===== src/rtl/uop_issue_queue.sv =====
// ---------------------------------------------------------------------------
// uop_issue_queue
//
// Consumer end of the decoder feed handshake. Each acknowledged bundle of one
// to three micro-ops is expanded into an in-order FIFO, which presents one
// micro-op per cycle to the execute stage over a valid/ready handshake.
//
// Ports:
//   clk        system clock, rising edge
//   a_rst      asynchronous reset, active-high
//   flush      synchronous discard of all queued micro-ops
//   feed_req   queue has room for a full three-entry bundle
//   feed_ack   decoder issues a bundle this cycle
//   uop_0      final micro-op of the bundle (carries the last flag)
//   uop_1      middle micro-op
//   uop_2      first micro-op when uop_count is 2
//   uop_count  micro-ops preceding uop_0 (0..2; 3 is treated as 2)
//   uop_out    micro-op at the FIFO head (0 when empty)
//   uop_valid  uop_out is valid
//   uop_last   head micro-op ends its instruction
//   uop_ready  execute stage consumes the head this cycle
//   occupancy  number of valid entries, 0..DEPTH
// ---------------------------------------------------------------------------
module uop_issue_queue #(
    parameter int DEPTH = 8,
    parameter int AW    = 3
) (
    input  logic          clk,
    input  logic          a_rst,
    input  logic          flush,
    output logic          feed_req,
    input  logic          feed_ack,
    input  logic [19:0]   uop_0,
    input  logic [19:0]   uop_1,
    input  logic [19:0]   uop_2,
    input  logic [1:0]    uop_count,
    output logic [19:0]   uop_out,
    output logic          uop_valid,
    output logic          uop_last,
    input  logic          uop_ready,
    output logic [AW:0]   occupancy
);

    // Entry layout: bit 20 is the last flag, bits 19:0 the micro-op.
    logic [20:0]   mem [DEPTH];
    logic [AW-1:0] wp;
    logic [AW-1:0] rp;

    logic [20:0]   wdata_0;
    logic [20:0]   wdata_1;
    logic [20:0]   wdata_2;
    logic [1:0]    push_n;
    logic          push;
    logic          pop;
    logic [AW:0]   occ_next;
    logic [AW:0]   free_slots;
    logic [20:0]   head;

    // Admission only looks at registered occupancy, so feed_req can never
    // form a combinational loop through the decoder's feed_ack.
    assign free_slots = (AW+1)'(DEPTH) - occupancy;
    assign feed_req   = ~a_rst & ~flush & (free_slots >= (AW+1)'(3));

    // A bundle acked without feed_req is a protocol error and is dropped.
    assign push = feed_ack & feed_req;
    assign pop  = uop_valid & uop_ready & ~flush;

    // Lay the bundle out in program order: the oldest micro-op goes to wp.
    always_comb begin
        wdata_0 = '0;
        wdata_1 = '0;
        wdata_2 = '0;
        push_n  = 2'd1;
        case (uop_count)
            2'd0: begin
                wdata_0 = {1'b1, uop_0};
                push_n  = 2'd1;
            end
            2'd1: begin
                wdata_0 = {1'b0, uop_1};
                wdata_1 = {1'b1, uop_0};
                push_n  = 2'd2;
            end
            default: begin  // 2, and the illegal 3
                wdata_0 = {1'b0, uop_2};
                wdata_1 = {1'b0, uop_1};
                wdata_2 = {1'b1, uop_0};
                push_n  = 2'd3;
            end
        endcase
    end

    assign occ_next = occupancy
                    + (AW+1)'(push ? push_n : 2'd0)
                    - (AW+1)'(pop);

    // NOTE: sequential state uses non-blocking assignments so every register
    // samples pre-edge values regardless of statement order.
    always_ff @(posedge clk or posedge a_rst) begin
        if (a_rst) begin
            wp        <= '0;
            rp        <= '0;
            occupancy <= '0;
        end else if (flush) begin
            wp        <= '0;
            rp        <= '0;
            occupancy <= '0;
        end else begin
            if (push) wp <= wp + AW'(push_n);
            if (pop)  rp <= rp + AW'(1);
            occupancy <= occ_next;
        end
    end

    // NOTE: the storage array is deliberately not reset; occupancy alone
    // decides which entries are meaningful, and the head is masked when empty.
    always_ff @(posedge clk) begin
        if (push) begin
            mem[wp] <= wdata_0;
            if (push_n >= 2'd2) mem[wp + AW'(1)] <= wdata_1;
            if (push_n == 2'd3) mem[wp + AW'(2)] <= wdata_2;
        end
    end

    // No bypass: the head is always read from storage.
    assign head      = mem[rp];
    assign uop_valid = (occupancy != '0);
    assign uop_out   = uop_valid ? head[19:0] : 20'd0;
    assign uop_last  = uop_valid & head[20];

endmodule


===== config.mk =====
export PLATFORM = sky130hd
export DESIGN_NAME = uop_issue_queue
export DESIGN_NICKNAME = d
export VERILOG_FILES = /design/src/rtl/uop_issue_queue.sv
export SDC_FILE = /design/constraint.sdc
export NUM_CORES = 1
export LEC_CHECK = 0
export BUFFER_PORTS_ARGS = -buffer_cell sky130_fd_sc_hd__buf_2
export CORE_MARGIN = 2
export CORE_UTILIZATION = 25
export DETAILED_ROUTE_END_ITERATION = 7
export PLACE_DENSITY = 0.52
export SYNTH_ARGS = -nofsm -noshare
export SYNTH_HDL_FRONTEND = slang
export SYNTH_SLANG_ARGS = --single-unit

===== constraint.sdc =====
create_clock -name clk -period 3.8 [get_ports clk]
set_input_delay 0.19 -clock clk [delete_from_list [all_inputs] [get_ports clk]]
set_output_delay 0.19 -clock clk [all_outputs]
set_load 0.005 [all_outputs]

==> summary.md <==
| Metric | Value |
|---|---|
| Synthesized cell area | `about 13,000 µm²` |
| Cell Chain, Critical Path | `buf_4 > mux4_2 > mux2i_1 > nor2_1 > buf_2` |
| Run status | `finished clean` |
| Setup TNS Final | `0 ps` |
| All-Layer GR Usage | `slightly below 20%` |
| Syn-to-layout area delta | `15.1%` |
| Crit share post-route | `76.7%` |
| Critical path class | `flip-flop to output port` |
| Top cells by count, synth | `173 x nand3_1, 168 x edfxtp_1, 158 x o31ai_1` |
| Clock transition at path regs | `around 70 ps` |
| Total chip power | `between 0.006 and 0.007 W` |
| Crit path required time | `3610 ps` |
| FF/Latch Area | `between 5000 and 6000 µm²` |
| Ports | `between 90 and 100` |
| Dpl cells | `roughly 2,000` |
| Max FO, Critical Path | `25` |
| Net switching power | `0.00228 W` |
| Top delay family on crit path | `multiplexers` |
| RSZ-0062 raised after global routing | `false` |
| Final setup vio count | `0` |
| DRT antenna net count | `0` |
| Gate Count Post-Synth | `between 1,000 and 1,500` |
| Max-Cap Viols | `0` |
| CTS Buffer Depth | `2` |
| Setup crit start kind | `flip-flop` |
| Worst skew pair latency | `450 ps` |
| Initial antenna violation count | `4` |
| Crit. End Element | `output port` |
| Sw frac | `about a third` |
| Seq/Total Area, Yosys | `41.8%` |
| Worst Setup SP | `rp[0]` |
| Final critical-path required period | `around 3000 ps` |
| Number of detailed-route iterations in the first pass | `6` |
| Clk root buf | `clkbuf_16` |
| Cts hold-fix bufs | `1` |
| Share of the synthesized area in the top cell type | `39.8%` |
| DRT iter0 DRCs | `approximately 1,600` |
| Post-synthesis area per instance | `9.17 µm²` |
| Count of cell types in the netlist | `49` |
| Post-Route WL | `between 50 and 60 mm` |
| Slew Viols, Final | `0` |
| Post-DP HPWL | `33.5 mm` |
| Most used DFF post-synth | `edfxtp_1` |
| First-pass GRT wire length | `a little under 80 mm` |
| PortBufs | `93` |
| HP Class | `primary input to flip-flop` |
| FF-to-FF Start | `wp[1]` |
| Fillcell total | `approximately 5,300` |
| Crit-path max cell delay | `830 ps` |
| Largest net degree at the start of global routing | `about 50` |
| Most common cell in the synthesized netlist | `nand3_1` |
| Worst Max-Slew Pin Slew | `roughly 1200 ps` |
| Largest area contributor in the netlist | `edfxtp_1` |
| FP Rows | `82` |
| Cell-internal power | `roughly 0.0042 W` |
| Postcts setup bufs | `0` |
| Clk pwr share | `between 20% and 30%` |
| Routed wire per std cell | `25.4 µm` |
| Flop pwr share | `a little under two fifths` |
| Power Density | `~450 nW/µm²` |
| Syn. warnings | `0` |
| Core area | `50,100 µm²` |
| CTS tree | `yes` |
| Origin of the worst min-delay path | `uop_ready` |
| Vias in the first global route | `about 12,000` |
| Clk sinks | `178` |
| Number of buffer and inverter stages on the critical path | `2` |
| Leak Pwr | `roughly 4.5 nW` |
| Die area | `between 50,000 and 60,000 µm²` |
| Layout Cells excl Fill | `a little over 2,000` |
| Top post-synthesis cells by area | `edfxtp_1 40%, o31ai_1 9.4%, mux4_2 7.5%` |
| WP data arrival | `about 2700 ps` |
| F_max | `around 340 MHz` |
| Max VDD drop | `approximately 0.00044 V` |
| Starting Density | `25.3%` |
| Routability cong. | `0.813` |
| Die Y | `~230 µm` |
| Hold Vio Cnt, Final | `0` |
| Share of cells above drive strength 1 | `19.0%` |
| Syn Nets | `~1,500` |
| Number of synthesized flops with an enable pin | `~170` |
| Final #Nets | `about 1,500` |
| PostCTS Resize Cnt | `0` |
| Multi-input logic area | `around 6700 µm²` |
| FFs w/ async S/R, synth | `5.62%` |
| Global route overflow | `0` |
| Fin util | `approximately 29%` |
| Residual DRC count | `0` |
| # H-tree levels | `4` |
| Chip width | `between 200 and 250 µm` |
| Clock Skews | `16.2 ps` |
| Power share of the combinational group | `approximately a third` |
| Slowest cell on crit path | `dfrtp_4` |
| Routed via count | `12,200` |
| Relative slew slack | `approximately 22%` |
| Flops & latches, synth | `approximately 180` |
| Total CTS buffers | `17` |
| Drt via density | `5.88` |
state kept, by name, summed over array words and instances, names as in the netlist:
register / cells
rp: 3
wp: 3
mem: 168
occupancy: 4
path summary, 6_finish.rpt:
kind | cells after the start | end | slack, ps
worst max register to register | 7 | mem[2][9] | 960
worst max-delay path | 5 | uop_out[12] | 890
max in group asynchronous | 3 | rp[0] | 3140
worst min register to register | 2 | wp[0] | 690
worst min-delay path | 3 | rp[1] | 10
min in group asynchronous | 3 | occupancy[3] | 310
cell type report:
cell class | count | area share (%)
Multi-Input combinational cell | 1014 | 45.7
Timing Repair Buffer | 167 | 7.72
Inverter | 14 | 0.360
Sequential cell | 178 | 36.4
Antenna cell | 1 | 0.0172
Clock buffer | 20 | 2.99
Tap cell | 672 | 5.77
Clock inverter | 12 | 1.12
layout by cell type (no fill, tap or decap), types with 42 or more instances in the layout:
cell type / n
a21oi_1: 156
nand2_1: 88
edfxtp_1: 168
nand3_1: 173
nand4_1: 46
mux4_2: 42
nor3_1: 68
nor2_1: 120
o31ai_1: 158
buf_2: 92
mux2i_1: 42
buf_4: 66
cell families (layout without fill, tap and decap cells):
| logic type | Yosys count | count (layout) | synth area share (%) |
|---|---|---|---|
| compound gates | 363 | 363 | 18.2 |
| xor+xnor | 6 | 6 | 0.415 |
| fa+ha+maj | 11 | 11 | 1.21 |
| buf+inv | 189 | 213 | 6.44 |
| flops | 178 | 178 | 41.8 |
| mux | 84 | 84 | 10.8 |
| other cells | 0 | 1 | 0 |
| simple gates | 550 | 550 | 21.2 |
metal layers:
layer  up-vias  wire length [µm]  global-route usage [%]
met4         6              1890                    7.79
met3       118              5450                    4.28
li1       5288                 -                       -
met5         -                34                       0
met1      5992             22100                    27.2
met2       812             23300                    30.4
through the flow:
step           area (µm²)  hold WS (ps)  worst slack [ps]
2_1_floorplan       12700          30.2               728
3_3_place_gp        14000           245              1030
3_5_place_dp        14000           253               978
4_1_cts             14600          4.86               808
5_1_grt             14600          23.1               704
6_report            14600          14.9               887
power by group through the flow:
stage / Sequential, W / Clock, W / Combinational (W)
finish: 0.00242 / 0.00191 / 0.00217
global route: 0.00244 / 0.00197 / 0.00236
CTS: 0.00242 / 0.00191 / 0.00217
detailed placement: 0.00247 / 0 / 0.00217
global placement: 0.00246 / 0 / 0.00214
floorplan: 0.00233 / 0 / 0.00142
worst reg2reg max path, stage by stage, from the launching register on:
cell and delay [ps]:
dfrtp_1 520, ha_1 480, o21ai_0 290, nor2_4 230, buf_4 370, nand2_1 160
nand3_1 140, buf_4 300
No activity file was read; power rests on OpenSTA's default activity.
